`src/rtl/packed_word_pkg.sv`:
```
// Shared types for the packed word assembler and its output FIFO.
// word_t is the record handed to the downstream packed-struct consumer.
package packed_word_pkg;

  localparam int FIELD_W = 8;
  localparam int WORD_W  = 2 * FIELD_W;

  typedef struct packed {
    logic [FIELD_W-1:0] high;
    logic [FIELD_W-1:0] low;
  } word_t;

  typedef logic [WORD_W-1:0] word_mask_t;

  typedef enum logic {
    LANE_LOW  = 1'b0,
    LANE_HIGH = 1'b1
  } lane_e;

  // ST_EMIT is never held in the state register; it marks the accepting cycle.
  typedef enum logic [1:0] {
    ST_IDLE    = 2'd0,
    ST_PARTIAL = 2'd1,
    ST_EMIT    = 2'd2
  } acc_state_e;

  typedef struct packed {
    word_t      word;
    word_mask_t mask;
    logic       ovw;
  } fifo_entry_t;

  localparam word_mask_t MASK_FULL = '1;

endpackage

```
`src/rtl/packed_word_fifo.sv`:
```
// Small output FIFO of {word, mask, ovw} entries with separate occupancy count.
// Storage is cleared on reset so the head reads as zero until the first push.
module packed_word_fifo
  import packed_word_pkg::*;
#(
  parameter int DEPTH = 2
) (
  input  logic        clk,
  input  logic        rst,
  input  logic        push_i,
  input  fifo_entry_t push_data_i,
  input  logic        pop_i,
  output fifo_entry_t head_o,
  output logic        full_o,
  output logic        empty_o
);

  localparam int PTR_W = (DEPTH > 1) ? $clog2(DEPTH) : 1;
  localparam int CNT_W = $clog2(DEPTH + 1);

  fifo_entry_t      mem_q [DEPTH];
  logic [PTR_W-1:0] wr_ptr_q;
  logic [PTR_W-1:0] rd_ptr_q;
  logic [CNT_W-1:0] count_q;
  logic             push_ok;
  logic             pop_ok;

  function automatic logic [PTR_W-1:0] ptr_inc(input logic [PTR_W-1:0] p);
    return (p == PTR_W'(DEPTH - 1)) ? '0 : p + 1'b1;
  endfunction

  assign full_o  = (count_q == CNT_W'(DEPTH));
  assign empty_o = (count_q == '0);
  assign push_ok = push_i && !full_o;
  assign pop_ok  = pop_i && !empty_o;
  assign head_o  = mem_q[rd_ptr_q];

  always_ff @(posedge clk or posedge rst) begin
    if (rst) begin
      for (int i = 0; i < DEPTH; i++) begin
        mem_q[i] <= '0;
      end
      wr_ptr_q <= '0;
      rd_ptr_q <= '0;
      count_q  <= '0;
    end else begin
      if (push_ok) begin
        mem_q[wr_ptr_q] <= push_data_i;
        wr_ptr_q        <= ptr_inc(wr_ptr_q);
      end
      if (pop_ok) begin
        rd_ptr_q <= ptr_inc(rd_ptr_q);
      end
      case ({push_ok, pop_ok})
        2'b10:   count_q <= count_q + 1'b1;
        2'b01:   count_q <= count_q - 1'b1;
        default: count_q <= count_q;
      endcase
    end
  end

endmodule

```
`src/rtl/packed_word_assembler.sv`:
```
// Merges nibble-enabled byte-lane beats into 16-bit word_t records, tracking
// a per-bit written mask and a sticky overwrite flag, and queues finished words.
module packed_word_assembler
  import packed_word_pkg::*;
#(
  parameter int DEPTH = 2
) (
  input  logic        clk,
  input  logic        rst,
  input  logic        in_valid,
  output logic        in_ready,
  input  logic        in_lane,
  input  logic [1:0]  in_nib_en,
  input  logic [7:0]  in_data,
  input  logic        in_last,
  output logic        out_valid,
  input  logic        out_ready,
  output logic [15:0] out_word,
  output logic [15:0] out_mask,
  output logic        out_ovw,
  output logic [1:0]  dbg_state_o
);

  // Handshake: a beat transfers on a rising edge where in_valid && in_ready;
  // a word transfers where out_valid && out_ready. Payloads hold while stalled.

  acc_state_e          state_q, state_d;
  logic [WORD_W-1:0]   acc_q, acc_d, acc_m;
  word_mask_t          mask_q, mask_d, mask_m;
  logic                ovw_q, ovw_d, ovw_m;
  logic [3:0]          lane_base;
  logic                accept;
  logic                emit;
  logic                fifo_full;
  logic                fifo_empty;
  fifo_entry_t         push_entry;
  fifo_entry_t         head;

  assign lane_base = (lane_e'(in_lane) == LANE_HIGH) ? 4'(FIELD_W) : 4'd0;
  assign accept    = in_valid && in_ready;

  // Merge the beat onto the accumulator; completion is judged on this result.
  always_comb begin
    acc_m  = acc_q;
    mask_m = mask_q;
    ovw_m  = ovw_q;
    for (int n = 0; n < 2; n++) begin
      if (in_nib_en[n]) begin
        acc_m[lane_base + 4'(4 * n) +: 4] = in_data[4 * n +: 4];
        if (mask_q[lane_base + 4'(4 * n) +: 4] != 4'h0) begin
          ovw_m = 1'b1;
        end
        mask_m[lane_base + 4'(4 * n) +: 4] = 4'hF;
      end
    end
  end

  assign emit = accept && ((mask_m == MASK_FULL) || (in_last && (mask_m != '0)));

  always_comb begin
    state_d = state_q;
    acc_d   = acc_q;
    mask_d  = mask_q;
    ovw_d   = ovw_q;
    case (state_q)
      ST_IDLE, ST_PARTIAL: begin
        if (emit) begin
          acc_d   = '0;
          mask_d  = '0;
          ovw_d   = 1'b0;
          state_d = ST_IDLE;
        end else if (accept) begin
          acc_d   = acc_m;
          mask_d  = mask_m;
          ovw_d   = ovw_m;
          state_d = (mask_m == '0) ? ST_IDLE : ST_PARTIAL;
        end
      end
      default: state_d = ST_IDLE;
    endcase
  end

  always_ff @(posedge clk or posedge rst) begin
    if (rst) begin
      state_q <= ST_IDLE;
      acc_q   <= '0;
      mask_q  <= '0;
      ovw_q   <= 1'b0;
    end else begin
      state_q <= state_d;
      acc_q   <= acc_d;
      mask_q  <= mask_d;
      ovw_q   <= ovw_d;
    end
  end

  assign push_entry = {acc_m, mask_m, ovw_m};

  packed_word_fifo #(
    .DEPTH(DEPTH)
  ) u_fifo (
    .clk        (clk),
    .rst        (rst),
    .push_i     (emit),
    .push_data_i(push_entry),
    .pop_i      (out_valid && out_ready),
    .head_o     (head),
    .full_o     (fifo_full),
    .empty_o    (fifo_empty)
  );

  assign in_ready    = !rst && !fifo_full;
  assign out_valid   = !fifo_empty;
  assign out_word    = head.word;
  assign out_mask    = head.mask;
  assign out_ovw     = head.ovw;
  assign dbg_state_o = emit ? ST_EMIT : state_q;

endmodule

```
`config.mk`:
```
export PLATFORM = sky130hd
export DESIGN_NAME = packed_word_assembler
export DESIGN_NICKNAME = d
export VERILOG_FILES = /design/src/rtl/packed_word_pkg.sv /design/src/rtl/packed_word_fifo.sv /design/src/rtl/packed_word_assembler.sv
export SDC_FILE = /design/constraint.sdc
export NUM_CORES = 1
export LEC_CHECK = 0
export CORE_UTILIZATION = 35
export CTS_CLUSTER_DIAMETER = 50
export CTS_CLUSTER_SIZE = 12
export DETAILED_ROUTE_END_ITERATION = 10
export PLACE_DENSITY_LB_ADDON = 0.3
export SYNTH_ARGS = -nofsm -noshare
export SYNTH_HDL_FRONTEND = slang
export SYNTH_HIERARCHICAL = 1
export SYNTH_SLANG_ARGS = --single-unit
export TNS_END_PERCENT = 100
```
`constraint.sdc`:
```
create_clock -name clk -period 3.05 [get_ports clk]
set_input_delay 0.61 -clock clk [delete_from_list [all_inputs] [get_ports clk]]
set_output_delay 0.61 -clock clk [all_outputs]
set_load 0.01 [all_outputs]
```
==> run_results.csv <==
group,metric,value,unit
critical_path,crit_chain,"clkdlybuf4s50_1, nor2_2, nand2_2, a2111oi_4, buf_4, nor3b_1, dlygate4sd2_1",
sta,hold_violations,0,
critical_path,worstSetupPathType,"primary input to output port",
drt,drcViolationCount,0,
yosys,synth_cell_types,39,
grt,grtUsageTotal,15.9,%
yosys,yosysTopAreaCell,"dfrtp_1",
yosys,synth_seq_area_share,50.6,%
pwr,p_leak,2.76,nW
sta,max_freq,338,MHz
worst_hold_path,hold_path.class,"register to register",
run_status,outcome,"finished, final reports clean",
drt,drt_first_pass_iters,5,
critical_path,critPathTopFamily,"buffers and inverters",
grt,grt_max_degree,44,
pwr,vdd_drop_max,0.000409,V
floorplanning,std_cell_rows,43,
sta,worst_clock_skew,0.00635,ns
drt,drt_wl_total,11200,um
cts,insertion_delay,0.35,ns
grt,grt-ovfl-total,0,
critical_path,slowest_stage,"clkdlybuf4s50_1",
critical_path,path_max_fanout,8,
yosys,yosys.area.top_type_share,50.6,%
sta,timing.final.max_slew_violations,0,
sta,period_share,97.1,%
floorplanning,io_pins,53,
cts,htreeDepth,3,
yosys,synth-seq-cells,104,
critical_path,crit_buf_inv,3,
drt,wl_per_cell,17.2,um
finish,nFillCells,1319,
sta,finalSetupViolCount,0,
cts,ctsLongestPathBuffers,2,
critical_path,cp.arrival,2.35,ns
job,maxCapViolCount,0,
cts,numCtsBuffers,9,
floorplanning,start_util,36.5,%
cts,cts_tree,"built",
grt,antenna_found_initial,0,
yosys,synthArstFlopShare,100,%
finish,area_delta_synth_final,21.8,%
sta,rsz0062_at_grt,"false",
sta,maxSlewHeadroom,57.5,%
yosys,syn_nets,419,
placement,dp.cells,635,
cts,numClockSinks,104,
grt,grt_pass1_wl,18000,um
drt,ant_nets,0,
sta,hold_ws,0.475,ns
finish,drive_gt1_share,36.2,%
cts,cts_root_buffer,"clkbuf_16",
pwr,powerDensity,1020,nW/um2
placement,gp_congestion,0.871,
floorplanning,die_x,123,um
drt,via_per_inst,5.07,
critical_path,end_kind,"output port",
yosys,synth_area,5140,um2
finish,num_antenna_cells,0,
floorplanning,dieArea,15200,um2
critical_path,start_kind,"primary input",
critical_path,required,2.44,ns
drt,drtIter0Drc,189,
yosys,synth_edf_count,0,
critical_path,slowest_delay,0.48,ns
yosys,syn_avg_cell_area,12.8,um2
sta,period_minus_slack,2.96,ns
cts,clk_pin_slew,0.07,ns
placement,place_hpwl,7500,um
drt,via_count,3307,
yosys,synthCells,402,
floorplanning,die_y,123,um
yosys,synth_warnings,6,
grt,grt_pass1_vias,3422,
placement,port_buffers,52,
finish,layout.nets,484,
finish,fin_cells,652,
sta,worstMarginPinSlew,0.636,ns
yosys,synthFlopType,"dfrtp_1",
floorplanning,core,14100,um2
yosys,synth_area_leaders,"dfrtp_1, mux2_2, mux2_4",
==> sequential cells by signal, indices dropped and copies added (netlist names) <==
signal,count
u_fifo/mem_q,66
acc_q,16
mask_q,16
u_fifo/count_q,2
ovw_q,1
state_q,1
u_fifo/rd_ptr_q,1
u_fifo/wr_ptr_q,1
==> timing repair <==
| item | 4_1_cts | 5_1_grt |
|---|---|---|
| gates resized for setup | 9 | 3 |
| pin swaps | 2 | 1 |
| setup endpoints to repair | 2 | 2 |
| hold buffers | 0 | 0 |
| setup buffers | 1 | 0 |
==> synthesized netlist by cell type, types with 3 or more instances <==
master    number
mux2_2        85
o31ai_1       16
inv_1          6
nand2b_1      17
xnor2_1        3
clkbuf_1       8
dfrtp_1      104
nand2_1       24
nor2_1        25
buf_2          6
buf_12         3
nand3_1       17
buf_6          5
nor3_1        17
nand4_1        3
clkbuf_8       3
mux2_4        30
nor4_1         4
==> per-stage QoR <==
stage | worst slack [ns] | instance area [um2] | total power, mW | util (%) | setup TNS [ns]
after detailed placement | -0.480 | 5920 | 5.16 | 42.0 | -20.24
final | 0.0892 | 6260 | 6.37 | 44.4 | 0
after CTS | 0.0758 | 6250 | 6.44 | 44.3 | 0
after global placement | -0.440 | 5920 | 5.09 | 42.0 | -16.82
after global routing | 0.0226 | 6260 | 6.78 | 44.4 | 0
after floorplan | 0.188 | 5140 | 4.09 | - | 0
==> power breakdown <==
part	switching (mW)	internal [mW]	total, mW
Clock	0.518	0.722	1.24
Sequential	0.392	2.02	2.41
Combinational	1.07	1.65	2.72
Total	1.98	4.40	6.37
==> routing by layer <==
metal  vias to the layer above  global-route usage (%)  wire length (um)
li1                       1551                       -                 -
met1                      1688                    21.6              5470
met2                        60                    24.7              5220
met3                         8                    4.24               427
met4                         0                    4.59               101
met5                         -                       0                 0
==> tightest hold or removal path, cell delays in order (launching register included) <==
cell     delay, ns
dfrtp_1       0.34
nand2_1       0.05
o31ai_1       0.05
==> cell usage in the layout (no fill, tap or decap), types with 4 or more instances in the layout <==
master	instances
buf_12	4
buf_4	24
nand3_1	17
dfrtp_1	104
nor2_1	25
mux2_4	30
nand2b_1	17
mux2_2	85
nand2_1	23
clkdlybuf4s50_1	47
dlygate4sd2_1	4
o31ai_1	16
nor3_1	17
clkbuf_16	9
inv_1	5
==> layout make-up <==
type                            instances  area (um2)  share of cell area [%]
Clock inverter                          6        91.3                    1.46
Inverter                                6        22.5                   0.360
Clock buffer                           10         229                    3.66
Tap cell                              180         225                    3.60
Timing Repair Buffer                   80         777                    12.4
Multi-Input combinational cell        266        2310                    37.0
Sequential cell                       104        2600                    41.6
==> logic make-up after synthesis <==
kind of cell / count (synthesis) / share of synthesized area [%]
mux: 118 / 28.0
flops: 104 / 50.6
fa+ha+maj: 1 / 0.243
buf+inv: 32 / 4.82
simple gates: 117 / 11.4
xor+xnor: 5 / 0.852
compound gates: 25 / 4.09
==> worst paths after layout <==
check                           startpoint                to  slack (ns)  depth (start not counted)
worst max-delay path                   rst    dbg_state_o[0]        0.09                          7
worst min-delay path              acc_q[5]          acc_q[5]        0.48                          2
worst max register to register  mask_q[15]  u_fifo/mem_q[60]        0.45                          9
worst min register to register    acc_q[5]          acc_q[5]        0.48                          2
max in group asynchronous              rst   u_fifo/mem_q[7]        1.50                          4
min in group asynchronous              rst   u_fifo/rd_ptr_q        0.89                          3
Power figures use the tool's default switching activity.
